File: src/rtl/pc_fetch_unit.sv
// Instruction-fetch stage: owns the PC, issues req/ack fetches, buffers one instruction for ID.
// Optional FETCH_PERF_EN adds perf_fetched / perf_redirects counters.
module pc_fetch_unit #(
  parameter int PC_W  = 9,
  parameter int INS_W = 32
) (
  input  logic             clk,
  input  logic             reset,
  input  logic             PcSel,
  input  logic [31:0]      BrPC,
  input  logic             Stall,
  output logic             imem_req,
  output logic [PC_W-1:0]  imem_addr,
  input  logic             imem_ack,
  input  logic [INS_W-1:0] imem_rdata,
  output logic             if_valid,
  input  logic             if_ready,
  output logic [PC_W-1:0]  if_pc,
  output logic [INS_W-1:0] if_instr,
  output logic             flush
`ifdef FETCH_PERF_EN
  ,
  output logic [31:0]      perf_fetched,
  output logic [31:0]      perf_redirects
`endif
);

  typedef enum logic [1:0] {IDLE, WAIT_ACK, DROP} state_t;

  state_t           state_q, state_d;
  logic [PC_W-1:0]  pc_q, pc_d;
  logic [PC_W-1:0]  req_addr_q, req_addr_d;
  logic             if_valid_q, if_valid_d;
  logic [PC_W-1:0]  if_pc_q, if_pc_d;
  logic [INS_W-1:0] if_instr_q, if_instr_d;

  logic             consume;
  logic             buf_free;
  logic             load;
  logic [PC_W-1:0]  target;
  logic [PC_W-1:0]  pc_inc;
  logic [31:0]      brpc_unused;

  // Only BrPC[PC_W-1:2] forms the word-aligned target.
  assign brpc_unused = BrPC;
  assign target      = {BrPC[PC_W-1:2], 2'b00};
  assign pc_inc      = pc_q + PC_W'(4);

  assign consume  = if_valid_q & if_ready & ~Stall;
  assign buf_free = ~if_valid_q | consume;
  assign flush    = PcSel;

  always_comb begin
    state_d    = state_q;
    pc_d       = pc_q;
    req_addr_d = req_addr_q;
    load       = 1'b0;
    imem_req   = 1'b0;
    imem_addr  = pc_q;
    case (state_q)
      IDLE: begin
        imem_req = buf_free & ~Stall & ~PcSel & ~reset;
        if (PcSel) begin
          pc_d = target;
        end else if (imem_req) begin
          if (imem_ack) begin
            load = 1'b1;
            pc_d = pc_inc;
          end else begin
            req_addr_d = pc_q;
            state_d    = WAIT_ACK;
          end
        end
      end
      WAIT_ACK: begin
        imem_req  = ~reset;
        imem_addr = req_addr_q;
        if (PcSel) begin
          pc_d    = target;
          state_d = imem_ack ? IDLE : DROP;
        end else if (imem_ack) begin
          load    = 1'b1;
          pc_d    = pc_inc;
          state_d = IDLE;
        end
      end
      DROP: begin
        // Wait out the stale response; its data is never used.
        imem_req  = ~reset;
        imem_addr = req_addr_q;
        if (PcSel) pc_d = target;
        if (imem_ack) state_d = IDLE;
      end
      default: state_d = IDLE;
    endcase
  end

  always_comb begin
    if_valid_d = if_valid_q;
    if_pc_d    = if_pc_q;
    if_instr_d = if_instr_q;
    if (load) begin
      if_valid_d = 1'b1;
      if_pc_d    = imem_addr;
      if_instr_d = imem_rdata;
    end else if (PcSel || consume) begin
      if_valid_d = 1'b0;
    end
  end

  always_ff @(posedge clk) begin
    if (reset) begin
      state_q    <= IDLE;
      pc_q       <= '0;
      req_addr_q <= '0;
      if_valid_q <= 1'b0;
      if_pc_q    <= '0;
      if_instr_q <= '0;
    end else begin
      state_q    <= state_d;
      pc_q       <= pc_d;
      req_addr_q <= req_addr_d;
      if_valid_q <= if_valid_d;
      if_pc_q    <= if_pc_d;
      if_instr_q <= if_instr_d;
    end
  end

  assign if_valid = if_valid_q;
  assign if_pc    = if_pc_q;
  assign if_instr = if_instr_q;

`ifdef FETCH_PERF_EN
  logic [31:0] perf_fetched_q, perf_redirects_q;

  always_ff @(posedge clk) begin
    if (reset) begin
      perf_fetched_q   <= '0;
      perf_redirects_q <= '0;
    end else begin
      perf_fetched_q   <= perf_fetched_q + {31'd0, consume};
      perf_redirects_q <= perf_redirects_q + {31'd0, PcSel};
    end
  end

  assign perf_fetched   = perf_fetched_q;
  assign perf_redirects = perf_redirects_q;
`endif

endmodule
File: config.mk
export PLATFORM = sky130hd
export DESIGN_NAME = pc_fetch_unit
export DESIGN_NICKNAME = d
export VERILOG_FILES = /design/src/rtl/pc_fetch_unit.sv
export SDC_FILE = /design/constraint.sdc
export NUM_CORES = 1
export LEC_CHECK = 0
export ABC_AREA = 1
export CORE_MARGIN = 5
export CORE_UTILIZATION = 40
export CTS_BUF_LIST = sky130_fd_sc_hd__clkbuf_16
export DETAILED_ROUTE_END_ITERATION = 6
export HOLD_SLACK_MARGIN = 0.08
export PLACE_DENSITY = 0.78
export RECOVER_POWER = 100
export SETUP_SLACK_MARGIN = 0.05
export SYNTH_ARGS = -nofsm -noshare
export SYNTH_HDL_FRONTEND = slang
export SYNTH_SLANG_ARGS = --single-unit
File: constraint.sdc
create_clock -name clk -period 2 [get_ports clk]
set_clock_uncertainty 0.05 [all_clocks]
set_input_delay 0.3 -clock clk [delete_from_list [all_inputs] [get_ports clk]]
set_output_delay 0.3 -clock clk [all_outputs]
set_load 0.005 [all_outputs]
==> results by group <==
Run status
  – Status: complete, no violations

Critical path
  – WP data required: 1.65 ns
  – Critical path arrival: 1.57 ns
  – Crit Path Max Fanout: 2
  – Critical Path End Type: output pin
  – Kind of critical path: in -> out
  – Crit start category: input pin

Global route
  – Vias in the first global route: 2,679
  – Tot GR Track Use: 17.3%
  – Total grt overflow: 0
  – Pin count of the biggest net entering global routing: 36
  – Initial antenna violation count: 0
  – Global-route wire length before repair: 12,100 um

Floorplanning
  – Num ports: 123
  – Initial Util: 41.4%
  – Die width: 91.3 um
  – Die area: 8330 um^2
  – Core ar.: 6390 um^2
  – Die Ht: 91.3 um
  – Row count: 29

Power and ir drop
  – Final Power: 2.75 mW
  – PwrDens: 718 nW/um^2
  – Static Leak: 1.85 nW
  – Max VDD drop: 0.445 mV

Synthesis
  – Post-Synth Adder-Cell Area: 2.37%
  – Synthesized area: 2640 um^2
  – Post-synthesis mux area share: 0%
  – Post-synth cell types: 31
  – Synth Area in Compound Gates: 14.3%
  – Instance count of the mapped netlist: 358
  – Synth Area in Simple Gates: 29.5%
  – Register bit count reported by yosys: 56
  – Sequential area share after synthesis: 42.4%
  – Yosys warning total: 0
  – Avg Inst Size Synth: 7.38 um^2
  – Xor and xnor area share after synthesis: 0.332%
  – Largest family of logic cells by synthesized area: simple AND/OR/NAND/NOR gates

Clock network
  – # H-tree levels: 2
  – Latest clock arrival within the worst-skew pair: 0.28 ns
  – # hold bufs at CTS: 0
  – Clk slew on worst S/H paths: 0.07 ns
  – CTS Buffer Depth: 2
  – Clock Sinks: 56
  – CTS Buf Count: 5
  – CTS tree: built
  – Clock Root Buffer: clkbuf_16

Placement
  – Placed Instance Area: 3710 um^2
  – Placed Cells: 530
  – HPWL reported at the end of detailed placement: 5270 um
  – Input/output buffers: 93
  – Final GP Congestion: 0.907

Timing
  – Final hold vios: 0
  – Hold WS: 0.414 ns
  – Setup repair after global routing missed its margin: yes
  – Max frequency: 521 MHz
  – Final Max Tran Viols: 0
  – Tcrit/Tclk final: 95.9%
  – Endpoints failing setup: 0
  – Post-layout min period: 1.92 ns

Route
  – Via density per instance: 4.91
  – DR DRC count: 0
  – DRT antenna net count: 0
  – Vias after detailed routing: 2,669
  – Final wirelength: 7210 um
  – DR iter-0 viols: 100
  – WL/cell: 13.3 um
  – Top layer in use: met4
  – Routed wl met2: 3460 um
  – Drt first pass iters: 6
  – Met3 wire length: 684 um
  – Wire length on met1: 2950 um

Finish
  – # nets final: 542
  – Cell area after layout: 3830 um^2
  – Non-filler cells, final: 544
  – Fill cell count: 596
  – Diodes inserted: 0
  – Area grow syn2layout: 44.9%
  – Share of layout cells above drive strength 1: 13.3%

Run
  – # Max-Cap Violations: 0

Hold path
  – HP Class: reg -> reg
-- cell usage in the layout (no fill, tap or decap), types with 3 or more instances in the layout --
master | synthesis | final
a21oi_1 | 22 | 24
clkbuf_16 | 0 | 5
dlygate4sd2_1 | 0 | 4
buf_4 | 5 | 23
nand3_1 | 15 | 16
nor2_2 | 10 | 6
nand2_1 | 53 | 55
nand4_1 | 3 | 4
a21oi_2 | 7 | 5
ha_1 | 5 | 4
clkdlybuf4s50_1 | 0 | 42
nor2_1 | 81 | 85
inv_2 | 2 | 3
dlygate4sd3_1 | 0 | 41
conb_1 | 1 | 4
inv_1 | 27 | 26
o21ai_0 | 38 | 38
dfxtp_1 | 56 | 54
clkbuf_2 | 0 | 3
-- layout make-up --
cell class,instances,area [um^2],area share (%)
multi-input combinational,252,1210,31.6
timing repair buffer,121,1140,29.9
sequential,56,1120,29.4
clock buffer,5,125,3.27
inverter,31,124,3.24
tap,77,96.3,2.52
clock inverter,2,7.51,0.196
-- per-layer routing --
layer / track usage [%] / vias to the layer above
li1: - / 1342
met1: 19.6 / 1214
met2: 29.7 / 100
met3: 6.86 / 13
met4: 5.26 / 0
met5: 0 / -
-- final timing paths --
check / start / to / slack, ns / cells past startpoint
max reg2reg: state_q[1] / pc_q[4] / 0.30 / 7
min reg2reg: if_pc[6] / if_pc[6] / 0.41 / 2
min: if_pc[6] / if_pc[6] / 0.41 / 2
max: PcSel / imem_req / 0.08 / 9
-- critical path, cell delays in order --
cell           delay, ns
dlygate4sd3_1       0.56
inv_1               0.11
nand2_4             0.08
nor2_8              0.08
nand2_2             0.07
nor2_4              0.08
inv_1               0.04
a21oi_1             0.11
clkbuf_2            0.13
-- through the flow --
stage	setup TNS, ns	util (%)	setup WS (ns)
floorplan	0	-	0.316
global placement	-0.245	58.1	-0.245
detailed placement	-0.259	58.1	-0.259
CTS	0	60.4	0.0511
global route	-0.00801	59.9	-0.00801
finish	0	59.9	0.0818
-- repair_timing --
| action | in CTS | in global routing |
|---|---|---|
| buffers inserted | 2 | 5 |
| gates resized for setup | 24 | 8 |
| setup endpoints to repair | 8 | 8 |
| pin swaps | 0 | 0 |
-- sequential cells by signal, indices dropped and copies added, names as in the netlist --
register    cells
if_valid        1
req_addr_q      7
pc_q            7
state_q         2
if_instr       32
if_pc           7
-- Yosys cell counts --
master / instances / area (um^2)
buf_12: 1 / 20.0
xor2_1: 1 / 8.76
inv_4: 1 / 6.26
inv_2: 2 / 7.51
nand2_2: 3 / 18.8
inv_1: 27 / 101
a22oi_1: 1 / 7.51
o21ai_0: 38 / 190
dfxtp_1: 56 / 1120
buf_4: 5 / 37.5
nor2_2: 10 / 62.6
nand4_4: 1 / 21.3
ha_1: 5 / 62.6
nand3_2: 2 / 20.0
buf_2: 5 / 25.0
nand2_1: 53 / 199
nor2_1: 81 / 304
nand3_1: 15 / 75.1
nor2_8: 1 / 20.0
inv_6: 1 / 8.76
clkbuf_1: 6 / 22.5
buf_6: 4 / 45.0
nand2_4: 2 / 22.5
nor2_4: 1 / 11.3
conb_1: 1 / 3.75
a21oi_1: 22 / 110
nor4_1: 1 / 6.26
buf_8: 1 / 15.0
a21oi_2: 7 / 61.3
o31ai_1: 1 / 7.51
nand4_1: 3 / 18.8
-- power by group --
| part | internal, mW | switching [mW] |
|---|---|---|
| registers | 1.19 | 0.0507 |
| logic | 0.347 | 0.347 |
| clock network | 0.449 | 0.366 |
-- kinds of logic after synthesis --
| family | Yosys count |
|---|---|
| simple gates | 173 |
| compound gates | 69 |
| buf+inv | 53 |
| other cells | 1 |
| xor+xnor | 1 |
| flops | 56 |
| fa+ha+maj | 5 |
(Power assumes the default switching activity.)
==> variant, RTL diff (config.mk and constraints unchanged) <==
`INS_W`: 32 -> 28.
--- a/src/rtl/pc_fetch_unit.sv
+++ b/src/rtl/pc_fetch_unit.sv
@@ -2,7 +2,7 @@
 // Optional FETCH_PERF_EN adds perf_fetched / perf_redirects counters.
 module pc_fetch_unit #(
   parameter int PC_W  = 9,
-  parameter int INS_W = 32
+  parameter int INS_W = 28
 ) (
   input  logic             clk,
   input  logic             reset,
Ports: changed (resized if_instr and imem_rdata); port bits go from 123 to 115. No check against the original RTL was run, so the function may have changed too.
==> variant against the unedited design <==
  * Worst setup slack worse by 0.040 ns
  * Wire length shrank 7.1%
  * Final area is 3.6% lower
  * Final cell count is 2.9% lower
  * Total power shrank 0.46%
  * Non-clock buffer count grew 1
  * Synthesized area shrank 9.1%
  * First-iteration DRC count is 4.0% lower
  * Synthesized cell count fell by 5.0%
  * Sequential cell count decreased by 4
  * Critical path type is now flip-flop to primary output
  * Largest cell class is now buffers
==> variant: results (changes against the unedited design) <==
stage	metric	value	unit	change
synthesis	synth_adder_area_share	0.0261		+0.00238
drt	vias_per_cell	4.83		-1.5%
synthesis	synthXorXnorAreaFrac	0.00365		+0.000334
worst_setup_path	cp-startpoint	state_q[1]		
drt	wirelength_met1	2.93	mm	-0.68%
drt	routed_wl	6.70	mm	-7.1%
synthesis	ys_seq_area_frac	0.434		+0.00934
placement	hpwl	4.97	mm	-5.7%
global_routing	grt_max_degree	29		-19%
worst_setup_path	r2r-end	if_pc[4]		
global_routing	grt_usage	0.174		+0.00146
worst_setup_path	rrSetupSlack	0.16	ns	-0.14 ns
power_and_ir_drop	leakagePower	1.79	nW	-2.9%
worst_setup_path	setup.worst_path.end	imem_addr[8]		
synthesis	synth_area_leaders	dfxtp_1 (43%), nor2_1 (13%), nand2_1 (8.4%), o21ai_0 (7.1%), a21oi_1 (6.0%)		
synthesis	synthTopCellsByCount	nor2_1 (82), nand2_1 (54), dfxtp_1 (52)		
worst_setup_path	cp_max_fo	7		+5
drt	route.met3.wl	423	µm	-38%
final_layout	largest_reg_flops	28		-13%
drt	drtIter0Drc	96		-4.0%
global_routing	gr-usage-met3	0.0341		-0.0345
global_routing	grt_first_pass_wirelength	10.8	mm	-11%
synthesis	netlist-cell-type-count	26		-16%
status	status	finished clean		
global_routing	met2_usage	0.302		+0.00458
final_layout	finalNetCount	523		-3.5%
drt	first_pass_iters	5		-1
placement	routabilityCongestion	0.957		+5.5%
power_and_ir_drop	seq_cell_power	1.15	mW	-7%
placement	dpl-instance-area	3440	µm²	-7.3%
[variant: cell count changes after synthesis, sizes merged]
| cell | unedited run | this run |
|---|---|---|
| nor2 | 93 | 85 |
| dfxtp | 56 | 52 |
| o21ai | 38 | 34 |
| buf | 16 | 15 |
| clkbuf | 6 | 5 |
[variant: layout make-up]
class | instances | area [µm²] | share of cell area
Timing Repair Buffer | 122 | 1160 | 0.314
Tap cell | 75 | 93.8 | 0.0254
Sequential cell | 52 | 1040 | 0.283
Clock inverter | 3 | 22.5 | 0.00610
Multi-Input combinational cell | 240 | 1130 | 0.306
Inverter | 31 | 119 | 0.0322
Clock buffer | 5 | 125 | 0.0339
[variant: what timing repair did]
action	4_1_cts	5_1_grt
gates resized for setup	13	15
endpoints found under the setup margin	8	9
setup buffers	9	4
pin swaps	1	2
cloned	0	1
hold buffers	0	0
